==> src/rtl/event_drain_arbiter.sv <==
// event_drain_arbiter: drains N_SRC peek-style event FIFOs into one registered
// valid/ready stream. Sources are scheduled round-robin with bounded bursts.
// Optional build macro EVENT_DRAIN_ARB_URGENT_EN adds a src_urgent input.
// Urgent sources with pending events preempt the round-robin schedule.
module event_drain_arbiter #(
  parameter int unsigned N_SRC     = 4,
  parameter int unsigned EVT_W     = 72,
  parameter int unsigned MAX_BURST = 4,
  parameter int unsigned CNT_W     = 32,
  localparam int unsigned SRC_W    = $clog2(N_SRC),
  localparam int unsigned BC_W     = $clog2(MAX_BURST + 1)
) (
  input  logic                   clk,
  input  logic                   rst_n,
  input  logic                   en,
  input  logic [N_SRC-1:0]       src_valid,
`ifdef EVENT_DRAIN_ARB_URGENT_EN
  input  logic [N_SRC-1:0]       src_urgent,
`endif
  input  logic [N_SRC*EVT_W-1:0] src_data,
  output logic [N_SRC-1:0]       src_pop,
  output logic                   out_valid,
  input  logic                   out_ready,
  output logic [EVT_W-1:0]       out_data,
  output logic [SRC_W-1:0]       out_src,
  output logic                   busy,
  output logic [CNT_W-1:0]       evt_count,
  input  logic                   cnt_clr
);

  typedef enum logic {StIdle, StBurst} state_e;

  state_e           state_q;
  logic [SRC_W-1:0] rr_ptr_q;
  logic [SRC_W-1:0] lock_q;
  logic [BC_W-1:0]  burst_cnt_q;
  logic             out_valid_q;
  logic [EVT_W-1:0] out_data_q;
  logic [SRC_W-1:0] out_src_q;
  logic [CNT_W-1:0] evt_count_q;

  logic [N_SRC-1:0] elig;
  logic [SRC_W-1:0] scan_base;
  logic [SRC_W-1:0] cand_idx;
  logic             cand_found;
  logic             lock_keep;
  logic             preempt;
  logic             load_ok;
  logic             pop_fire;
  logic             handshake;
  logic [N_SRC-1:0] pop_vec;
  int unsigned      idx;

  assign load_ok   = !out_valid_q || out_ready;
  assign handshake = out_valid_q && out_ready;
  assign pop_fire  = en && load_ok && cand_found;

  // Candidate selection: continue the locked burst, otherwise round-robin scan.
  always_comb begin
    elig       = src_valid;
    preempt    = 1'b0;
    cand_found = 1'b0;
    cand_idx   = '0;
    lock_keep  = 1'b0;
    idx        = 0;
`ifdef EVENT_DRAIN_ARB_URGENT_EN
    if (|(src_urgent & src_valid)) begin
      elig    = src_urgent & src_valid;
      preempt = !elig[lock_q];
    end
`endif
    // A release scans from the locked source, which becomes the new rr_ptr.
    scan_base = (state_q == StBurst) ? lock_q : rr_ptr_q;
    if (state_q == StBurst && src_valid[lock_q] && !preempt &&
        burst_cnt_q < BC_W'(MAX_BURST)) begin
      cand_found = 1'b1;
      cand_idx   = lock_q;
      lock_keep  = 1'b1;
    end else begin
      for (int unsigned k = 1; k <= N_SRC; k++) begin
        idx = (32'(scan_base) + k) % N_SRC;
        if (!cand_found && elig[idx]) begin
          cand_found = 1'b1;
          cand_idx   = SRC_W'(idx);
        end
      end
    end
  end

  // One-hot pop, held low while reset is asserted.
  always_comb begin
    pop_vec = '0;
    if (pop_fire) pop_vec = N_SRC'(1) << cand_idx;
    src_pop = rst_n ? pop_vec : '0;
  end

  // Output register, event counter and scheduling FSM.
  always_ff @(posedge clk or negedge rst_n) begin
    if (!rst_n) begin
      state_q     <= StIdle;
      rr_ptr_q    <= SRC_W'(N_SRC - 1);
      lock_q      <= '0;
      burst_cnt_q <= '0;
      out_valid_q <= 1'b0;
      out_data_q  <= '0;
      out_src_q   <= '0;
      evt_count_q <= '0;
    end else begin
      if (pop_fire) begin
        out_valid_q <= 1'b1;
        out_data_q  <= src_data[32'(cand_idx)*EVT_W +: EVT_W];
        out_src_q   <= cand_idx;
      end else if (handshake) begin
        out_valid_q <= 1'b0;
      end

      if (cnt_clr) begin
        evt_count_q <= '0;
      end else if (handshake) begin
        evt_count_q <= evt_count_q + 1'b1;
      end

      unique case (state_q)
        StIdle: begin
          if (pop_fire) begin
            if (MAX_BURST == 1) begin
              rr_ptr_q <= cand_idx;
            end else begin
              lock_q      <= cand_idx;
              burst_cnt_q <= BC_W'(1);
              state_q     <= StBurst;
            end
          end
        end
        StBurst: begin
          // A stall (en low or output full) holds lock and burst count.
          if (en && load_ok) begin
            if (lock_keep) begin
              if (burst_cnt_q == BC_W'(MAX_BURST - 1)) begin
                rr_ptr_q    <= lock_q;
                burst_cnt_q <= '0;
                state_q     <= StIdle;
              end else begin
                burst_cnt_q <= burst_cnt_q + 1'b1;
              end
            end else if (pop_fire) begin
              // Release and re-lock in the same cycle, no idle bubble.
              rr_ptr_q    <= lock_q;
              lock_q      <= cand_idx;
              burst_cnt_q <= BC_W'(1);
            end else begin
              rr_ptr_q    <= lock_q;
              burst_cnt_q <= '0;
              state_q     <= StIdle;
            end
          end
        end
        default: state_q <= StIdle;
      endcase
    end
  end

  assign out_valid = out_valid_q;
  assign out_data  = out_data_q;
  assign out_src   = out_src_q;
  assign evt_count = evt_count_q;
  assign busy      = out_valid_q || (|src_valid);

endmodule

==> config.mk <==
export PLATFORM = sky130hd
export DESIGN_NAME = event_drain_arbiter
export DESIGN_NICKNAME = d
export VERILOG_FILES = /design/src/rtl/event_drain_arbiter.sv
export SDC_FILE = /design/constraint.sdc
export NUM_CORES = 1
export LEC_CHECK = 0
export ABC_AREA = 1
export BUFFER_PORTS_ARGS = -buffer_cell sky130_fd_sc_hd__buf_2
export CAP_MARGIN = 10
export CORE_MARGIN = 2
export CORE_UTILIZATION = 35
export DETAILED_ROUTE_END_ITERATION = 10
export PLACE_DENSITY_LB_ADDON = 0.12
export SKIP_LAST_GASP = 1
export SLEW_MARGIN = 15
export SYNTH_ARGS = -nofsm -noshare
export SYNTH_HDL_FRONTEND = slang
export SYNTH_SLANG_ARGS = --single-unit
==> constraint.sdc <==
create_clock -name clk -period 2.2 [get_ports clk]
set_clock_uncertainty 0.15 [all_clocks]
set_input_delay 0.22 -clock clk [delete_from_list [all_inputs] [get_ports clk]]
set_output_delay 0.22 -clock clk [all_outputs]
set_load 0.02 [all_outputs]
* Word-level counts from Yosys, hierarchy flattened
Index checks and enable logic that the tools add are counted.
** Storage, ports and cells
- Bits in writable memories :: 0
- Latch bits :: 0
- Register bits :: 115
- Memories kept :: 0
- Bits of input ports :: 297
- ROM bits :: 0
** Operators by class
- Multiplexer cells :: 48
- Shift-type cells :: 2
- Eq/ne operators :: 5
- $mul :: 1
- Order comparisons :: 6
- Add/subtract/negate cells :: 6
- Reduce and logical (&&, ||, !) cells :: 20
- Div/mod/pow operators :: 0
- Bitwise gates (word level) :: 1
** Operators by type and width (count)
- $shiftx 288x10->72 :: 1
- $mux 32 :: 2
- $add 32x1->32 const B :: 1
- $mux 2 :: 11
- $mux 1 :: 21
- $lt 2x3->1 const B :: 5
- $mux 3 :: 4
- $bmux 1 s2 :: 5
- $logic_and 1x1->1 :: 8
- $mux 4 :: 2
- $mul 2x4->6 const B :: 1
- $pmux 3 s2 :: 1
- $add 2x1->2 const B :: 2
- $add 2x2->2 const B :: 2
- $logic_not 1->1 :: 4
- $ne 2x1->1 const B :: 2
- $ne 2x2->1 const B :: 2
- $pmux 2 s2 :: 1
- $reduce_and 2->1 :: 2
- $reduce_bool 2->1 :: 2
- $reduce_or 4->1 :: 1
- $shl 1x2->4 const A :: 1
- $add 3x1->3 const B :: 1
- $eq 3x2->1 const B :: 1
- 5 further kinds :: 6

* Longest topological paths before layout
Gate-level depths: netlist (run 1).
- Depth after elaboration :: 23
- Mapped depth :: 19
- Gate-level depth less buffers :: 17

* Least setup slack after synthesis (run 1)
OpenSTA, ideal clock, no wires.
- Kind :: reg-to-output
- Start :: reg state_q
- End :: out src_pop[2]
- Required time :: 1.830 ns
- Cell stages (with the launch flop) :: 16
- Slack :: -0.465 ns
- Arrival :: 2.295 ns
- Cells stage by stage :: dfrtp_1 > inv_2 > nand2_2 > nand2_2 > nand2_1 > nand2_1 > nand2_1 > nand2_1 > o21ai_1 > a21oi_2 > nand2_4 > nand2_4 > buf_4 > buf_6 > inv_1 > nor3_1
** On the way
- Longest elaborated chain between the ends :: 21
- Elaborated cells between the ends (all ways) :: 38
** Ends and longest elaborated chain
- start, declared :: line 33 : state_e state_q;
- start signal, assigned :: line 100 : state_q <= StIdle;
- start signal, assigned :: line 131 : state_q <= StBurst;
- start signal, assigned :: line 142 : state_q <= StIdle;
- $mux 2 :: line 73 : scan_base = (state_q == StBurst) ? lock_q : rr_ptr_q;
- $add 2x1->2 :: line 81 : idx = (32'(scan_base) + k) % N_SRC;
- $bmux 1 s2 :: line 82 : if (!cand_found && elig[idx]) begin
- $mux 1 (not written as such) :: line 82
- $mux 1 :: line 82
- $mux 1 :: line 74 : if (state_q == StBurst && src_valid[lock_q] && !preempt &&
- $logic_not 1->1 :: line 82
- $logic_and 1x1->1 :: line 82
- [... 5 more ...]
- $mux 1 :: line 74
- $logic_not 1->1 :: line 82
- $logic_and 1x1->1 :: line 82
- $mux 2 / $mux 1 (equally long branches) :: line 82
- $mux 2 / $mux 1 (equally long branches) :: line 74
- $shl 1x2->4 / $logic_and 1x1->1 (equally long branches) :: line 93, 56
- $mux 4 (*) :: line 93 : if (pop_fire) pop_vec = N_SRC'(1) << cand_idx;
- $mux 4 (*) :: line 94 : src_pop = rst_n ? pop_vec : '0;
- end, declared :: line 21 : output logic [N_SRC-1:0] src_pop,
Mark *: on every way between the ends. The rest lies on a longest branch, timed or not. The select of a mux whose other input is x is not followed.

* Worst setup path after layout (run 1)
- Start :: reg rr_ptr_q[1]
- End :: out src_pop[0]
** On the way
- Longest elaborated chain between the ends :: 21
- Elaborated cells between the ends (all ways) :: 36
** Ends and longest elaborated chain
- start, declared :: line 34 : logic [SRC_W-1:0] rr_ptr_q;
- start signal, assigned :: line 101 : rr_ptr_q <= SRC_W'(N_SRC - 1);
- start signal, assigned :: line 127 : rr_ptr_q <= cand_idx;
- start signal, assigned :: line 140 : rr_ptr_q <= lock_q;
- $mux 2 (*) :: line 73
- $add 2x1->2 :: line 81
- $bmux 1 s2 :: line 82
- $mux 1 (not written as such) :: line 82
- $mux 1 :: line 82
- $mux 1 :: line 74
- $logic_not 1->1 :: line 82
- $logic_and 1x1->1 :: line 82
- [... 5 more ...]
- $mux 1 :: line 74
- $logic_not 1->1 :: line 82
- $logic_and 1x1->1 :: line 82
- $mux 2 / $mux 1 (equally long branches) :: line 82
- $mux 2 / $mux 1 (equally long branches) :: line 74
- $shl 1x2->4 / $logic_and 1x1->1 (equally long branches) :: line 93, 56
- $mux 4 (*) :: line 93
- $mux 4 (*) :: line 94
Marked as above.

==> results.tsv, run 1 <==
stage	metric	value	unit
detailed_routing	wl	36900	um
yosys	async_flop_share	100	%
setup_path	reg2reg_slack	-530	ps
detailed_routing	vias_per_cell	4.76	
yosys	synth_cells	1523	
finish	layout.nets	2319	
timing	fmax	0.357	GHz
grt	busiest_layer	met2	
power	p_leak	8.78	nW
detailed_routing	drtIter0Drc	637	
timing	final-max-slew-violation-count	0	
yosys	synth_nets	1822	
clocking	insertion_delay	420	ps
yosys	synthAdderAreaFrac	0.280	%
min_path	min_from	src_data[40]	
floorplanning	initial_core_util	35.6	%
finish	fillers	2542	
detailed_routing	wl_per_cell	15.5	um
yosys	synth_edf_count	0	
detailed_routing	remaining_drc_errors	0	
yosys	synth_top_area_cell	dfrtp_1	
yosys	ys_ff_latch	115	
grt	grt_pass1_wl	56400	um
min_path	hp-class	primary input to register	
yosys	synthXorXnorAreaFrac	0	%
grt	antenna_found_initial	10	
power	p_seq_share	11.2	%
timing	grt_setup_unrepaired	yes	
power	ir_drop	1020	uV
power	p_per_area	2120	mW/mm^2
floorplanning	core-area	0.0252	sq mm
clocking	htreeDepth	4	
power	intPower	0.0159	W
yosys	synth_area_leaders	dfrtp_1 (32%), nand2_1 (22%), nand3_1 (17%)	
yosys	synthMuxAreaShare	0	%
setup_path	worstPathArrival	2430	ps
power	p_sw	0.0142	W
grt	use_met3	5.13	%
setup_path	cp_max_fo	4	
clocking	clock_path_buffers	2	
placement	dpl_cell_area	0.0120	sq mm
grt	grt_use_total	26.9	%
power	swShare	47.2	%
setup_path	crit_start	rr_ptr_q[1]	
yosys	ys_seq_area_share	32.2	%
floorplanning	die_w	164	um
setup_path	crit_required	1830	ps
run_status	violations	negative setup slack	
timing	fin_crit_sh	127	%
yosys	syn_avg_cell_area	5.88	sq um
timing	min_period	2800	ps
yosys	synth_top_family_by_area	simple AND/OR/NAND/NOR gates	
timing	hold_viol_final	0	
grt	grt_pass1_vias	10800	
yosys	synth_cell_types	33	
timing	tightest_slew	678	ps
detailed_routing	via_count	11300	
yosys	synth.top_cell.area_share	31.6	%
job	max_cap_viol_count	0	
timing	setup_viol	85	
timing	slew-limit-headroom	54.8	%
clocking	numCtsBuffers	17	
finish	ff_latch_area	0.00289	sq mm
detailed_routing	antenna_left	0	
finish	drive_above_1_share	34.5	%
power	clockPowerShare	9.8	%
floorplanning	io_pins	409	
clocking	cts_tree	done	
placement	io_buffers	408	
yosys	synthSimpleGateAreaFrac	42.9	%
timing	setup_slack	-600	ps
yosys	synth_compound_area_share	4.61	%
grt	grt_max_degree	116	
setup_path	crit_type	register to output port	
timing	hold_ws	35.2	ps
detailed_routing	dr.pass1.iters	5	
finish	synthToLayoutAreaGrowth	58.1	%
yosys	yosys_most_used_dff	dfrtp_1	
clocking	clock-sinks	115	
clocking	clkTransAtPathRegs	60	ps
setup_path	r2r_start	rr_ptr_q[1]	
floorplanning	die_y	164	um
placement	place_congestion	0.888	
placement	dp_hpwl	25500	um
setup_path	start_kind	register	
setup_path	worstSetupEndpointType	output port	
grt	grt.overflow.total	0	
yosys	syn_area	0.00895	sq mm
floorplanning	die_area	0.0269	sq mm
power	combPwrFrac	79.0	%
grt	grt_util_met1	34.4	%
finish	design_area	0.0142	sq mm
yosys	ys_warn_count	0	
run_status	status	finished with violations	
timing	fin_setup_tns	-35380	ps
yosys	synth.most_common_cell	nand2_1	
clocking	cts_root_buf	clkbuf_16	
floorplanning	fp-row-count	58	
grt	use_met2	45.1	%
yosys	netlist_top_cells_count	nand2_1 (531), inv_1 (352), nand3_1 (309)	
finish	multiInputGateArea	0.00484	sq mm
power by group through the flow:
stage / clock network, W / logic [W] / registers (W)
final: 0.00294 / 0.0237 / 0.00337
after global routing: 0.00311 / 0.0259 / 0.00346
after CTS: 0.00300 / 0.0227 / 0.00335
after detailed placement: 0 / 0.0170 / 0.00336
after global placement: 0 / 0.0169 / 0.00337
after floorplan: 0 / 0.0108 / 0.00417
critical path: stages (launching register included):
cell	delay (ps)
dfstp_2	540
inv_2	40
nand2_1	90
nand2_4	90
nand2_2	100
nand2_4	70
nand2_4	100
a21oi_4	70
nand2_1	60
nand2_1	50
inv_1	60
nand2_2	60
nand2_2	80
nand2_4	100
buf_12	150
nor4_4	190
buf_4	180
final cells by class:
type                            count  area share (%)
Antenna cell                        9           0.159
Clock buffer                       17            3.01
Clock inverter                     15            1.32
Inverter                          353            9.43
Multi-Input combinational cell    974            34.2
Sequential cell                   115            20.4
Tap cell                          330            2.92
Timing Repair Buffer              559            28.6
routing by layer:
layer / share of wire, % / vias to the layer above / routed length [um]
met5: 0.035 / - / 13
met4: 2.1 / 2 / 777
met3: 6.1 / 51 / 2260
met2: 48 / 397 / 17900
met1: 43 / 5215 / 16000
li1: - / 5632 / -
cell usage in the layout (no fill, tap or decap), types with 6 or more instances in the layout:
| master | instances |
|---|---|
| nand2_1 | 489 |
| buf_4 | 90 |
| buf_2 | 403 |
| o21ai_0 | 27 |
| nand4_1 | 8 |
| buf_16 | 9 |
| nand3_1 | 284 |
| inv_2 | 6 |
| dfrtp_1 | 109 |
| inv_1 | 344 |
| nand2_2 | 22 |
| inv_6 | 6 |
| nand3_2 | 24 |
| buf_12 | 27 |
| nor3_1 | 7 |
| o21ai_1 | 7 |
| a21oi_1 | 25 |
| clkbuf_16 | 19 |
| diode_2 | 9 |
| inv_8 | 6 |
| bufbuf_16 | 9 |
| buf_6 | 12 |
| nand2_4 | 23 |
| nor2_1 | 17 |
repair_timing:
action                                  in CTS  in global routing
endpoints found under the setup margin      89                100
endpoints found under the hold margin      116                  0
pin swaps                                   56                 66
cloned                                      18                  2
setup buffers                               22                 13
hold buffers                                 3                  0
resized for setup                           65                 95
worst paths after layout:
kind | to | depth (start not counted)
setup / recovery | src_pop[0] | 16
hold / removal | out_data[40] | 7
setup reg to reg | out_data[57] | 21
hold reg to reg | out_data[43] | 2
max in group asynchronous | evt_count[2] | 3
min in group asynchronous | out_data[3] | 3
flip-flops by register name (all words and copies together) (netlist names):
name	cells
burst_cnt_q	3
evt_count	32
lock_q	2
out_data	72
out_src	2
out_valid	1
rr_ptr_q	2
state_q	1
logic make-up after synthesis:
logic type	Yosys count
buf+inv	434
compound gates	75
flops	115
simple gates	897
fa+ha+maj	2
per-stage QoR:
stage | util [%] | worst slack, ps | power, W | cells
6_report | 56.2 | -600 | 0.0301 | 2372
2_1_floorplan | - | -256 | 0.0149 | 1523
3_5_place_dp | 47.8 | -311 | 0.0204 | 2273
4_1_cts | 54.1 | -541 | 0.0290 | 2348
5_1_grt | 56.2 | -714 | 0.0324 | 2371
3_3_place_gp | 47.8 | -274 | 0.0203 | 2273
(Power assumes the default switching activity.)
==> run 2: changes to the inputs <==
--- a/config.mk
+++ b/config.mk
@@ -5,12 +5,11 @@
 export SDC_FILE = /design/constraint.sdc
 export NUM_CORES = 1
 export LEC_CHECK = 0
-export ABC_AREA = 1
 export BUFFER_PORTS_ARGS = -buffer_cell sky130_fd_sc_hd__buf_2
 export CAP_MARGIN = 10
-export CORE_MARGIN = 2
-export CORE_UTILIZATION = 35
+export CORE_AREA = 2 2 160 162
 export DETAILED_ROUTE_END_ITERATION = 10
+export DIE_AREA = 0 0 162 164
 export PLACE_DENSITY_LB_ADDON = 0.12
 export SKIP_LAST_GASP = 1
 export SLEW_MARGIN = 15
==> run 2 against run 1 <==
  * The flow finishes with violations (negative hold slack, negative setup slack)
  * Die area down 1.1%
  * Combinational power decreased by 48%
  * Synthesized cell count down 36%
  * Sequential power is essentially flat
  * Final area shrank 3.6%
  * Hold slack got worse by 41 ps
  * Sequential share of layout area rose by 0.73 points
  * Cell count shrank 19%
==> results.tsv, run 2 <==
stage	metric	value	unit	change
timing	grt_setup_unrepaired	yes		unchanged
timing	slew-limit-headroom	53.9	%	was 54.8%
yosys	ys_warn_count	0		unchanged
finish	ff_latch_area	0.00288	sq mm	was 0.00289 sq mm
grt	antenna_found_initial	6		was 10
grt	grt_pass1_vias	9660		was 10800
finish	layout.nets	1861		was 2319
finish	final_cell_mix	buf_2 (403), nand2_1 (236), nor3_1 (145), mux2i_1 (138), dlygate4sd3_1 (127)		was nand2_1 (489), buf_2 (403), inv_1 (344), nand3_1 (284), dfrtp_1 (109)
finish	fillers	2362		was 2542
placement	place_congestion	0.854		was 0.888
job	max_cap_viol_count	0		unchanged
floorplanning	io_pins	409		unchanged
timing	hold_viol_final	1		was 0
clocking	htreeDepth	4		unchanged
placement	post-place-cells	1713		was 2273
clocking	insertion_delay	410	ps	was 420 ps
detailed_routing	antenna_left	0		unchanged
timing	setup_viol	76		was 85
finish	design_area	0.0136	sq mm	was 0.0142 sq mm
yosys	ys_ff_latch	115		unchanged
run_status	violations	negative hold slack, negative setup slack		was negative setup slack
power	p_leak	6.73	nW	was 8.78 nW
grt	grt_use_total	24.9	%	was 26.9%
placement	io_buffers	408		unchanged
power	ir_drop	582	uV	was 1020 uV
yosys	syn_area	0.00813	sq mm	was 0.00895 sq mm
clocking	clock_path_buffers	2		unchanged
detailed_routing	via_count	9614		was 11300
detailed_routing	wl_per_cell	18.1	um	was 15.5 um
yosys	synth_top_area_cell	dfrtp_1		unchanged
detailed_routing	dr.pass1.iters	5		unchanged
run_status	status	finished with violations		unchanged
yosys	netlist_top_cells_count	nand2_1 (238), nor3_1 (152), mux2i_1 (147)		was nand2_1 (531), inv_1 (352), nand3_1 (309)
yosys	synth_nets	1270		was 1822
setup_path	reg2reg_slack	-500	ps	was -530 ps
floorplanning	die_area	0.0266	sq mm	was 0.0269 sq mm
grt	grt_max_degree	116		unchanged
yosys	synth_area_leaders	dfrtp_1 (35%), mux2i_1 (18%), nand2_1 (11%)		was dfrtp_1 (32%), nand2_1 (22%), nand3_1 (17%)
setup_path	cp_max_fo	5		was 4
yosys	synth_edf_count	0		unchanged
floorplanning	die_w	162	um	was 164 um
clocking	cts_tree	done		unchanged
min_path	hp-class	primary input to register		unchanged
power	finalPower	0.0185	W	was 0.0301 W
finish	final_cells	1910		was 2372
finish	largest_reg_flops	72		unchanged
yosys	synth_cells	971		was 1523
timing	fin_crit_sh	126	%	was 127%
floorplanning	initial_core_util	32.7	%	was 35.6%
floorplanning	fp-row-count	58		unchanged
floorplanning	core-area	0.0248	sq mm	was 0.0252 sq mm
yosys	ys_seq_area_share	35.4	%	was 32.2%
setup_path	worstPathArrival	2400	ps	was 2430 ps
yosys	synth.most_common_cell	nand2_1		unchanged
clocking	cts_root_buf	clkbuf_16		unchanged
placement	dp_hpwl	23400	um	was 25500 um
placement	dpl_cell_area	0.0111	sq mm	was 0.0120 sq mm
finish	multiInputGateArea	0.00486	sq mm	was 0.00484 sq mm
detailed_routing	wl	34600	um	was 36900 um
detailed_routing	remaining_drc_errors	0		unchanged
setup_path	crit_type	register to output port		unchanged
timing	setup_slack	-575	ps	was -600 ps
timing	tightest_slew	691	ps	was 678 ps
yosys	synth.top_cell.area_share	34.8	%	was 31.6%
setup_path	start_kind	register		unchanged
timing	final-max-slew-violation-count	0		unchanged
detailed_routing	vias_per_cell	5.03		was 4.76
timing	hold_ws	-5.55	ps	was 35.2 ps
finish	layout_commonest_cell	buf_2		was nand2_1
yosys	yosys_most_used_dff	dfrtp_1		unchanged
timing	min_period	2770	ps	was 2800 ps
clocking	clock-sinks	115		unchanged
yosys	syn_avg_cell_area	8.37	sq um	was 5.88 sq um
grt	grt_pass1_wl	51500	um	was 56400 um
finish	drive_above_1_share	37.9	%	was 34.5%
setup_path	crit_required	1830	ps	about the same
clocking	clkTransAtPathRegs	60	ps	about the same
power	p_per_area	1360	mW/mm^2	was 2120 mW/mm^2
floorplanning	die_y	164	um	about the same
yosys	synth_cell_types	45		was 33
yosys	async_flop_share	100	%	unchanged
clocking	numCtsBuffers	17		unchanged
detailed_routing	drtIter0Drc	529		was 637
placement	preCtsSetupSlack	-456	ps	was -311 ps
finish	synthToLayoutAreaGrowth	68.0	%	was 58.1%
grt	grt.overflow.total	0		unchanged
timing	fmax	0.360	GHz	was 0.357 GHz
setup_path	worstSetupEndpointType	output port		unchanged
## run 2: cell types whose count changed in the layout (fill, tap and decap cells not counted), sizes merged, moves of 8 or more
| cell | previous run | this run |
|---|---|---|
| nand2 | 537 | 238 |
| nor2 | 23 | 34 |
| buf | 545 | 525 |
| dlygate4sd3 | 3 | 127 |
| a21oi | 29 | 11 |
| and3 | 0 | 9 |
| nand3 | 309 | 12 |
| nor3 | 14 | 153 |
| inv | 364 | 4 |
| mux2i | 0 | 147 |
| o211ai | 0 | 73 |
| xor2 | 0 | 17 |
| xnor2 | 0 | 8 |
| o21ai | 37 | 12 |
## run 2: path summary, 6_finish.rpt
path,startpoint,to,cells after the start
max in group asynchronous,rst_n,out_data[29],3
setup / recovery,lock_q[0],src_pop[0],7
hold / removal,src_data[29],out_data[29],3
setup reg to reg,lock_q[0],out_data[31],9
hold reg to reg,out_data[24],out_data[24],2
min in group asynchronous,rst_n,evt_count[5],3
## run 2: cells by family (layout without fill, tap and decap cells)
kind of cell | count (synthesis) | after routing | share of synthesized area, %
other | 0 | 7 | 0
flip-flops | 115 | 115 | 35.4
XOR/XNOR | 25 | 25 | 2.69
AND/OR/NAND/NOR | 481 | 481 | 26.5
buffers and inverters | 91 | 693 | 6.90
multiplexers | 150 | 150 | 18.7
adder cells (fa/ha/maj) | 2 | 2 | 0.308
AO/OA/AOI/OAI | 107 | 107 | 9.47
## run 2: power by group
group / total (W) / leakage [nW] / switching [W] / internal, W
registers: 0.00339 / 1.46 / 0.000502 / 0.00289
clock network: 0.00275 / 0.275 / 0.00104 / 0.00171
logic: 0.0124 / 4.99 / 0.00616 / 0.00623
## run 2: per-layer routing
layer,track usage [%],share of wire (%)
met5,0,0
met4,10.9,3.7
met3,4.92,5.9
met2,42.1,49
met1,30.9,41
## run 2: worst max-delay path, cell delays in order, from the launching register on
cell and delay, ps:
dfrtp_1 360, mux4_2 510, and3b_2 280, buf_6 140, a22o_4 250, buf_12 130
nor3_4 180, buf_6 140
## run 2: timing repair
action | 4_1_cts | 5_1_grt
pin swaps | 7 | 8
setup endpoints to repair | 76 | 82
hold buffers | 127 | 0
resized for setup | 34 | 13
setup buffers | 18 | 5
gates cloned | 10 | 4
hold endpoints to repair | 179 | 0
## run 2: through the flow
| step | TNS [ps] | util [%] |
|---|---|---|
| after CTS | -38260 | 54.4 |
| final | -34590 | 55.0 |
| after floorplan | -18500 | - |
| after global placement | -25870 | 44.7 |
| after global routing | -42830 | 55.0 |
| after detailed placement | -26580 | 44.7 |
## run 2: layout make-up
cell class,instances,share of cell area [%]
Antenna cell,7,0.128
Clock buffer,21,3.37
Sequential cell,115,21.1
Timing Repair Buffer,659,35.8
Multi-Input combinational cell,765,35.6
Clock inverter,9,0.788
Tap cell,330,3.03
Inverter,4,0.110
==> run 3: changes to the inputs <==
--- a/config.mk
+++ b/config.mk
@@ -10,6 +10,7 @@
 export CORE_AREA = 2 2 160 162
 export DETAILED_ROUTE_END_ITERATION = 10
 export DIE_AREA = 0 0 162 164
+export MAX_ROUTING_LAYER = met4
 export PLACE_DENSITY_LB_ADDON = 0.12
 export SKIP_LAST_GASP = 1
 export SLEW_MARGIN = 15
==> run 3 against run 2 <==
  * Die area unchanged
  * Critical path type unchanged
  * Via count down 0.32%
  * The run still ends with negative hold slack, negative setup slack left
  * First-iteration DRC count up 8.1%
==> results.tsv, run 3 (synthesis gave the netlist of run 2 again) <==
stage	metric	value	unit	change
setup_path	crit_type	register to output port		unchanged
job	max_cap_viol_count	0		unchanged
placement	place_congestion	0.868		was 0.854
clocking	htreeDepth	4		unchanged
setup_path	cp_slowest_stage_delay	510	ps	about the same
setup_path	cp_top_family	multiplexers		unchanged
grt	grt_max_degree	116		unchanged
grt	grt_pass1_vias	9667		was 9660
placement	dp_hpwl	23400	um	unchanged
finish	final_cell_mix	buf_2 (403), nand2_1 (236), nor3_1 (145), mux2i_1 (138), dlygate4sd3_1 (127)		unchanged
timing	hold_ws	-3.99	ps	was -5.55 ps
setup_path	reg2reg_slack	-490	ps	was -500 ps
clocking	cts_root_buf	clkbuf_16		unchanged
finish	drive_above_1_share	37.9	%	unchanged
timing	setup_viol	76		unchanged
power	p_sw	0.00767	W	was 0.00770 W
min_path	hold_depth	3		unchanged
floorplanning	die_w	162	um	unchanged
setup_path	crit_buf_inv	3		unchanged
detailed_routing	drtIter0Drc	572		was 529
floorplanning	die_area	0.0266	sq mm	unchanged
setup_path	worst_r2r_endpoint	out_data[31]		unchanged
detailed_routing	wl_per_cell	18.1	um	about the same
setup_path	cp_common_cell	buf_6		unchanged
setup_path	crit_required	1830	ps	about the same
setup_path	worstPathArrival	2400	ps	about the same
floorplanning	core-area	0.0248	sq mm	unchanged
floorplanning	fp-row-count	58		unchanged
setup_path	r2r_start	lock_q[0]		unchanged
finish	layout_commonest_cell	buf_2		unchanged
timing	slew-limit-headroom	52.3	%	was 53.9%
placement	dpl_cell_area	0.0111	sq mm	unchanged
clocking	insertion_delay	410	ps	about the same
setup_path	worstSetupEndpointType	output port		unchanged
finish	largest_reg_flops	72		unchanged
timing	final-max-slew-violation-count	0		unchanged
clocking	clkTransAtPathRegs	60	ps	about the same
power	ir_drop	582	uV	about the same
detailed_routing	wl	34500	um	was 34600 um
power	clockPowerShare	14.9	%	about the same
clocking	clock_path_buffers	2		unchanged
floorplanning	initial_core_util	32.7	%	unchanged
detailed_routing	via_count	9583		was 9614
setup_path	crit_chain	mux4_2, and3b_2, buf_6, a22o_4, buf_12, nor3_4, buf_6		unchanged
grt	grt_use_total	25.7	%	was 24.9%
min_path	min_from	src_data[29]		unchanged
detailed_routing	dr.pass1.iters	5		unchanged
power	swShare	41.5	%	was 41.6%
grt	grt.overflow.total	0		unchanged
power	p_seq_share	18.3	%	about the same
setup_path	start_kind	register		unchanged
setup_path	reg2reg_depth	9		unchanged
clocking	clock-sinks	115		unchanged
min_path	hp-class	primary input to register		unchanged
detailed_routing	remaining_drc_errors	0		unchanged
run_status	violations	negative hold slack, negative setup slack		unchanged
grt	grt_pass1_wl	51500	um	about the same
power	p_per_area	1360	mW/mm^2	about the same
timing	fin_crit_sh	126	%	about the same
grt	antenna_found_initial	6		unchanged
finish	design_area	0.0136	sq mm	about the same
timing	setup_slack	-571	ps	was -575 ps
finish	layout.nets	1861		unchanged
floorplanning	die_y	164	um	unchanged
power	combPwrFrac	66.8	%	about the same
timing	tightest_slew	716	ps	was 691 ps
floorplanning	io_pins	409		unchanged
clocking	numCtsBuffers	17		unchanged
timing	fmax	0.361	GHz	was 0.360 GHz
min_path	hold_end	out_data[29]		unchanged
power	p_leak	6.73	nW	about the same
power	intPower	0.0108	W	about the same
timing	hold_viol_final	1		unchanged
detailed_routing	antenna_left	0		unchanged
timing	min_period	2770	ps	about the same
detailed_routing	vias_per_cell	5.02		was 5.03
run_status	status	finished with violations		unchanged
clocking	cts_tree	done		unchanged
placement	io_buffers	408		unchanged
timing	grt_setup_unrepaired	yes		unchanged
setup_path	slowest_stage	mux4_2		unchanged
finish	synthToLayoutAreaGrowth	67.9	%	was 68.0%
setup_path	cp_max_fo	5		unchanged
-- run 3: cell types whose count changed in the layout (fill, tap and decap cells not counted) --
cell / before / now
diode_2: 7 / 6
-- run 3: worst max path at each step --
stage,end,depth (start not counted),slack [ps],startpoint
CTS,src_pop[0],7,-590,lock_q[0]
detailed placement,out_data[62],8,-460,lock_q[0]
global route,src_pop[0],8,-670,rr_ptr_q[0]
floorplan,out_data[31],9,-250,lock_q[0]
global placement,out_data[62],9,-450,state_q
finish,src_pop[0],7,-570,lock_q[0]
-- run 3: cell type report --
| class | count | area (sq um) |
|---|---|---|
| Antenna cell | 6 | 15.0 |
| Clock buffer | 21 | 460 |
| Clock inverter | 9 | 108 |
| Fill cell | 2361 | 11200 |
| Inverter | 4 | 15.0 |
| Multi-Input combinational cell | 765 | 4860 |
| Sequential cell | 115 | 2880 |
| Tap cell | 330 | 413 |
| Timing Repair Buffer | 659 | 4890 |
-- run 3: stage by stage --
stage / setup WS, ps / setup TNS (ps) / cells / power, W / util, %
3_5_place_dp: -456 / -26580 / 1713 / 0.0134 / 44.7
5_1_grt: -670 / -42550 / 1909 / 0.0196 / 55.0
6_report: -571 / -33980 / 1909 / 0.0185 / 55.0
2_1_floorplan: -255 / -18500 / 971 / 0.0105 / -
3_3_place_gp: -445 / -25870 / 1713 / 0.0133 / 44.7
4_1_cts: -590 / -38260 / 1897 / 0.0184 / 54.4
-- run 3: per-layer routing --
layer	global-route usage [%]	part of all wire [%]	vias up
met3	4.67	6.2	73
li1	-	-	4644
met5	-	0	-
met1	31.1	41	4456
met2	42.1	49	410
met4	10.9	3.5	0
-- run 3: worst reg2reg max path: cells and delay by family, from the launching register on --
kind,cells,cell delay (ps)
muxes,2,750
buffers and inverters,3,540
and+or+nand+nor,2,490
AOI/OAI and AO/OA,2,270
DFF,1,360
-- run 3: power by group through the flow --
stage	clock (W)	combinational, W	sequential, W
3_3_place_gp	0	0.00993	0.00340
6_report	0.00275	0.0124	0.00339
3_5_place_dp	0	0.0100	0.00336
4_1_cts	0.00281	0.0122	0.00337
2_1_floorplan	0	0.00643	0.00411
5_1_grt	0.00291	0.0132	0.00347
-- run 3: timing repair --
item | 4_1_cts | 5_1_grt
endpoints found under the hold margin | 179 | 0
hold buffers | 127 | 0
pin swaps | 7 | 8
gates cloned | 10 | 4
gates resized for setup | 34 | 13
setup buffers | 18 | 5
setup endpoints to repair | 76 | 82
